<file path="src/rtl/recip_prep.sv">
// Front end of the Newton-Raphson reciprocal: decodes a binary64 divisor to a Q9.55
// mantissa, seeds the reciprocal unit from a small LUT and returns 1/M with exponent and flags.
module recip_prep #(
    parameter int SEED_IDX = 4,
    parameter int TIMEOUT  = 16
) (
    input  logic        clk,
    input  logic        reset_n,
    input  logic        in_valid,
    output logic        in_ready,
    input  logic [63:0] in_divisor,
    output logic        rcp_start,
    output logic [63:0] rcp_x,
    output logic [63:0] rcp_d,
    input  logic [63:0] rcp_result,
    input  logic        rcp_done,
    output logic        out_valid,
    input  logic        out_ready,
    output logic [63:0] out_recip,
    output logic [11:0] out_exp,
    output logic        out_sign,
    output logic [3:0]  out_flags
);

    localparam int N_SEED = 1 << SEED_IDX;
    localparam int WD_W   = $clog2(TIMEOUT + 1);

    localparam logic [2:0] S_IDLE   = 3'd0;
    localparam logic [2:0] S_DECODE = 3'd1;
    localparam logic [2:0] S_ISSUE  = 3'd2;
    localparam logic [2:0] S_WAIT   = 3'd3;
    localparam logic [2:0] S_OUT    = 3'd4;

    // Seed S_i = round(256 / midpoint of LUT interval i); evaluated only at elaboration.
    function automatic logic [7:0] seed_val(input int i);
        int den;
        int s;
        den = 2 * N_SEED + 2 * i + 1;
        s   = (1024 * N_SEED + den) / (2 * den);
        if (s > 255) s = 255;
        return 8'(s);
    endfunction

    function automatic logic [5:0] lzc52(input logic [51:0] v);
        logic [5:0] n;
        logic       found;
        n     = 6'd52;
        found = 1'b0;
        for (int b = 51; b >= 0; b--) begin
            if (!found && v[b]) begin
                n     = 6'(51 - b);
                found = 1'b1;
            end
        end
        return n;
    endfunction

    logic [7:0] seed_lut [N_SEED];
    for (genvar g = 0; g < N_SEED; g++) begin : g_seed
        assign seed_lut[g] = seed_val(g);
    end

    logic [2:0]      state_q,  state_d;
    logic [63:0]     div_q,    div_d;
    logic [63:0]     rcp_x_q,  rcp_x_d;
    logic [63:0]     rcp_d_q,  rcp_d_d;
    logic [63:0]     recip_q,  recip_d;
    logic [11:0]     exp_q,    exp_d;
    logic            sign_q,   sign_d;
    logic [3:0]      flags_q,  flags_d;
    logic [WD_W-1:0] wd_q,     wd_d;

    logic [10:0]         dec_exp;
    logic [51:0]         dec_mant;
    logic [5:0]          dec_lz;
    logic                dec_sub;
    logic [51:0]         dec_frac;
    logic [63:0]         dec_m;
    logic [63:0]         dec_x;
    logic [SEED_IDX-1:0] dec_idx;
    logic [11:0]         dec_nexp;

    // Subnormals shift their leading one out of the fraction so it becomes the hidden bit.
    always_comb begin
        dec_exp  = div_q[62:52];
        dec_mant = div_q[51:0];
        dec_lz   = lzc52(dec_mant);
        dec_sub  = (dec_exp == 11'd0);
        dec_frac = dec_sub ? (dec_mant << (dec_lz + 6'd1)) : dec_mant;
        dec_m    = {8'b0, 1'b1, dec_frac, 3'b0};
        dec_idx  = dec_m[54 -: SEED_IDX];
        dec_x    = {9'b0, seed_lut[dec_idx], 47'b0};
        dec_nexp = dec_sub ? (12'd1023 + {6'b0, dec_lz}) : (12'd1023 - {1'b0, dec_exp});
    end

    always_comb begin
        // NOTE: every next-state value defaults to its register first, so no path through
        // the case statement can leave a signal unassigned and infer a latch.
        state_d = state_q;
        div_d   = div_q;
        rcp_x_d = rcp_x_q;
        rcp_d_d = rcp_d_q;
        recip_d = recip_q;
        exp_d   = exp_q;
        sign_d  = sign_q;
        flags_d = flags_q;
        wd_d    = wd_q;

        case (state_q)
            S_IDLE: begin
                if (in_valid) begin
                    div_d   = in_divisor;
                    state_d = S_DECODE;
                end
            end
            S_DECODE: begin
                sign_d  = div_q[63];
                flags_d = 4'b0000;
                if (dec_exp == 11'h7FF) begin
                    flags_d = (dec_mant != 52'd0) ? 4'b0100 : 4'b0001;
                    recip_d = 64'd0;
                    exp_d   = 12'd0;
                    state_d = S_OUT;
                end else if (dec_sub && dec_mant == 52'd0) begin
                    flags_d = 4'b0010;
                    recip_d = 64'd0;
                    exp_d   = 12'd0;
                    state_d = S_OUT;
                end else begin
                    rcp_d_d = dec_m;
                    rcp_x_d = dec_x;
                    exp_d   = dec_nexp;
                    state_d = S_ISSUE;
                end
            end
            S_ISSUE: begin
                wd_d    = '0;
                state_d = S_WAIT;
            end
            S_WAIT: begin
                if (rcp_done) begin
                    recip_d = rcp_result;
                    state_d = S_OUT;
                end else if (wd_q == WD_W'(TIMEOUT - 1)) begin
                    flags_d = 4'b1000;
                    recip_d = 64'd0;
                    state_d = S_OUT;
                end else begin
                    wd_d = wd_q + 1'b1;
                end
            end
            S_OUT: begin
                if (out_ready) begin
                    flags_d = 4'b0000;
                    state_d = S_IDLE;
                end
            end
            default: state_d = S_IDLE;
        endcase
    end

    // NOTE: state registers use non-blocking assignments so every flop samples the
    // pre-edge values regardless of block evaluation order.
    always_ff @(posedge clk or negedge reset_n) begin
        if (!reset_n) begin
            state_q <= S_IDLE;
            div_q   <= 64'd0;
            rcp_x_q <= 64'd0;
            rcp_d_q <= 64'd0;
            recip_q <= 64'd0;
            exp_q   <= 12'd0;
            sign_q  <= 1'b0;
            flags_q <= 4'b0000;
            wd_q    <= '0;
        end else begin
            state_q <= state_d;
            div_q   <= div_d;
            rcp_x_q <= rcp_x_d;
            rcp_d_q <= rcp_d_d;
            recip_q <= recip_d;
            exp_q   <= exp_d;
            sign_q  <= sign_d;
            flags_q <= flags_d;
            wd_q    <= wd_d;
        end
    end

    assign in_ready  = (state_q == S_IDLE);
    assign rcp_start = (state_q == S_ISSUE);
    assign out_valid = (state_q == S_OUT);
    assign rcp_x     = rcp_x_q;
    assign rcp_d     = rcp_d_q;
    assign out_recip = recip_q;
    assign out_exp   = exp_q;
    assign out_sign  = sign_q;
    assign out_flags = flags_q;

endmodule

</file>
<file path="config.mk">
export PLATFORM = sky130hd
export DESIGN_NAME = recip_prep
export DESIGN_NICKNAME = d
export VERILOG_FILES = /design/src/rtl/recip_prep.sv
export SDC_FILE = /design/constraint.sdc
export NUM_CORES = 1
export LEC_CHECK = 0
export CORE_MARGIN = 1
export CORE_UTILIZATION = 35
export CTS_CLUSTER_SIZE = 20
export DETAILED_ROUTE_END_ITERATION = 8
export PLACE_DENSITY_LB_ADDON = 0.12
export SLEW_MARGIN = 25
export SYNTH_ARGS = -nofsm -noshare
export SYNTH_HDL_FRONTEND = slang
export SYNTH_SLANG_ARGS = --single-unit
</file>
<file path="constraint.sdc">
create_clock -name clk -period 17.8 [get_ports clk]
set_clock_uncertainty 0.05 [all_clocks]
set_input_delay 5.34 -clock clk [delete_from_list [all_inputs] [get_ports clk]]
set_output_delay 5.34 -clock clk [all_outputs]
set_load 0.02 [all_outputs]
</file>
==> flow_metrics.env <==
export IMPL_synth_ff_type="dfrtp_1"
export IMPL_endpoint_kind="register"
export IMPL_fmax_mhz=130
export IMPL_clk_root_buffer_cell="clkbuf_16"
export IMPL_first_pass_iters=5
export IMPL_dr_total_vias=13800
export IMPL_path_max_fanout=35
export IMPL_cts_num_sinks=213
export IMPL_n_fill_cell=4028
export IMPL_power_leakage_nw=7.29
export IMPL_clk_latency_ns=0.58
export IMPL_ys_seq_area_share_pct=37.4
export IMPL_drtIter0Drc=1282
export IMPL_synthesis_area_um2=14300
export IMPL_grt_pass1_wl_um=90100
export IMPL_rr_worst_depth=20
export IMPL_cts_buffer_depth=3
export IMPL_holdPathEnd="out_sign$_DFFE_PN0P_"
export IMPL_io_pins=345
export IMPL_internal_power_mw=2.21
export IMPL_required_ns=18.18
export IMPL_yosysMostFrequentCell="dfrtp_1"
export IMPL_antenna_found_initial=0
export IMPL_place_area_um2=17100
export IMPL_grt_max_degree=97
export IMPL_syn_inst=1586
export IMPL_cts_hold_buffers=0
export IMPL_start_kind="register"
export IMPL_cts_tree="yes"
export IMPL_switching_power_mw=2.48
export IMPL_ys_types=107
export IMPL_fin_crit_ns=7.68
export IMPL_grt_util_all_layers_pct=29.1
export IMPL_crit_type="reg2reg"
export IMPL_row_count=73
export IMPL_p_sw_share_pct=52.9
export IMPL_tightest_slew_ns=1.00
export IMPL_power_mw=4.69
export IMPL_power_frac_comb_pct=65.1
export IMPL_drive_above_1_share_pct=11.6
export IMPL_htreeDepth=1
export IMPL_post_route_period_util_pct=43.2
export IMPL_finalHoldViolations=0
export IMPL_drv_slew=0
export IMPL_min_path_type="reg2reg"
export IMPL_yosys_top_cells_count="213 x dfrtp_1, 168 x nand2_1, 145 x nor2_1"
export IMPL_slew_headroom_pct=33.1
export IMPL_min_delay_start="div_q[63]$_DFFE_PN0P_"
export IMPL_cts_buffers_inserted=26
export IMPL_fp_dieH_um=204
export IMPL_cts_resized=0
export IMPL_synth_enable_flop_cells=0
export IMPL_regToRegStartpoint="div_q[37]$_DFFE_PN0P_"
export IMPL_wl_per_cell_um=26.7
export IMPL_diodes=0
export IMPL_status="finished, final reports clean"
export IMPL_initial_core_util_pct=35.7
export IMPL_cts_setup_buffers=0
export IMPL_io_buffer_count=277
export IMPL_p_per_area_nw_per_um2=261
export IMPL_synth_top_cell_by_area="dfrtp_1"
export IMPL_die_area_um2=41600
export IMPL_drc_errors=0
export IMPL_avgSynthCellArea_um2=8.99
export IMPL_syn2layout_area_growth_pct=25.9
export IMPL_fin_area_um2=18000
export IMPL_cp_arrival_ns=8.06
export IMPL_nNetsFinal=1915
export IMPL_fin_util_pct=45.0
export IMPL_die_x_um=204
export IMPL_async_flop_share_pct=100
export IMPL_core_area_um2=39900
export IMPL_finalSetupViolCount=0
export IMPL_p_seq_share_pct=23.4
export IMPL_synth_top_area_share_pct=37.4
export IMPL_grt_pass1_vias=13100
export IMPL_final_setup_tns_ns=0
export IMPL_rsz0062_at_grt="false"
export IMPL_maxCapViolCount=0
export IMPL_clock_power_share_pct=11.5
export IMPL_whs_path_depth=2
export IMPL_worstReg2RegEnd="rcp_x[51]$_DFFE_PN0P_"
export IMPL_clk_pin_slew_ns=0.06
export IMPL_vdd_drop_max_v=0.000117
export IMPL_drt_total_wl_um=61700
export IMPL_ant_nets=0
export IMPL_ys_warn_count=0
export IMPL_dpl_hpwl_um=45600
export IMPL_via_per_inst=5.96
export IMPL_globalplace_congestion=0.913
export IMPL_synth_seq_cells=213
export IMPL_synthTopCellsByArea="dfrtp_1 37%, a22o_1 4.7%, mux2_2 4.5%"
export IMPL_rrSetupSlack_ns=10.12
export IMPL_grt_ovfl_total=0
metal layers:
| metal | routed length [um] | global-route usage, % | up-vias | share of wire [%] |
|---|---|---|---|---|
| met2 | 27500 | 45.2 | 676 | 45 |
| met3 | 4920 | 5.52 | 124 | 8.0 |
| li1 | - | - | 6198 | - |
| met1 | 26400 | 39.5 | 6791 | 43 |
| met4 | 2810 | 11.9 | 0 | 4.6 |
| met5 | 0 | 0 | - | 0 |
cell type report:
cell class                      count  area (um^2)  share of cell area [%]
Clock buffer                       36          748                    4.17
Timing Repair Buffer              310         3030                    16.9
Multi-Input combinational cell   1190         7960                    44.3
Sequential cell                   213         5330                    29.7
Tap cell                          525          657                    3.66
Clock inverter                     11          123                   0.683
Inverter                           30          113                   0.627
power groups by stage:
stage	Clock (mW)	Combinational (mW)	Sequential, mW
final	0.538	3.05	1.10
after global routing	0.573	3.25	1.12
after global placement	0	3.01	1.10
after floorplan	0	1.85	1.03
after detailed placement	0	3.00	1.10
after CTS	0.554	3.02	1.09
layout by cell type (no fill, tap or decap), types with 11 or more instances in the layout:
cell and n:
o221ai_1 11, a311oi_1 16, nor2_1 144, clkdlybuf4s50_1 276, buf_4 33, dfrtp_1 213
a21oi_1 53, a22o_1 77, inv_1 28, a211oi_1 22, o31ai_1 17, a31oi_1 17
a22oi_1 13, o21ai_0 112, nand4_1 20, mux2i_1 25, a222oi_1 12, conb_1 67
nand3_1 34, clkbuf_16 26, a221oi_1 32, nand2_1 168, o211ai_1 15, nor3_1 32
and3_1 11, nor4_1 12, mux2_2 57
worst max-delay path by stage:
stage                                        end                   from  slack [ns]  cells after the start
final                      rcp_x[51]$_DFFE_PN0P_  div_q[37]$_DFFE_PN0P_       10.12                     20
after global routing       rcp_x[50]$_DFFE_PN0P_  div_q[37]$_DFFE_PN0P_        9.75                     22
after CTS                  rcp_x[50]$_DFFE_PN0P_  div_q[37]$_DFFE_PN0P_       10.23                     20
after detailed placement   div_q[18]$_DFFE_PN0P_                reset_n       10.19                      3
after global placement     div_q[13]$_DFFE_PN0P_                reset_n       10.19                      3
after floorplan           state_q[2]$_DFFE_PN0P_               rcp_done       10.92                      6
through the flow:
step / hold slack, ns / cells / setup WS (ns)
2_1_floorplan: 0.385 / 1652 / 10.92
3_3_place_gp: 0.402 / 2268 / 10.19
3_5_place_dp: 0.415 / 2268 / 10.19
4_1_cts: 0.428 / 2315 / 10.23
5_1_grt: 0.458 / 2315 / 9.75
6_report: 0.426 / 2315 / 10.12
cell families after synthesis:
family,count (synthesis),synth area share (%)
AO/OA/AOI/OAI,513,26.9
XOR/XNOR,9,0.737
adder cells (fa/ha/maj),11,0.965
buffers and inverters,249,9.02
flip-flops,213,37.4
multiplexers,94,7.93
other,1,0.0263
AND/OR/NAND/NOR,496,17.1
registers in the layout (all words and copies together) (netlist names):
| name | flops |
|---|---|
| rcp_d | 52 |
| out_sign | 1 |
| div_q | 64 |
| out_recip | 64 |
| wd_q | 5 |
| out_exp | 12 |
| out_flags | 4 |
| rcp_x | 8 |
| state_q | 3 |
worst max-delay path, cell delays in order (launching register included):
cell and delay (ns):
dfrtp_1 0.59, nor4_4 0.53, nand3_2 0.35, nor3_4 0.72, nand3_2 0.40, nand2_4 0.40
inv_2 0.25, ha_2 0.83, buf_4 0.51, inv_1 0.11, buf_4 0.26, or4_1 0.55
nand4b_1 0.19, o22ai_1 0.12, o31ai_1 0.46, a211o_2 0.34, inv_2 0.09, ha_1 0.31
nor2_1 0.11, a211oi_1 0.05, a221o_1 0.26
No activity file was read; power rests on OpenSTA's default activity.
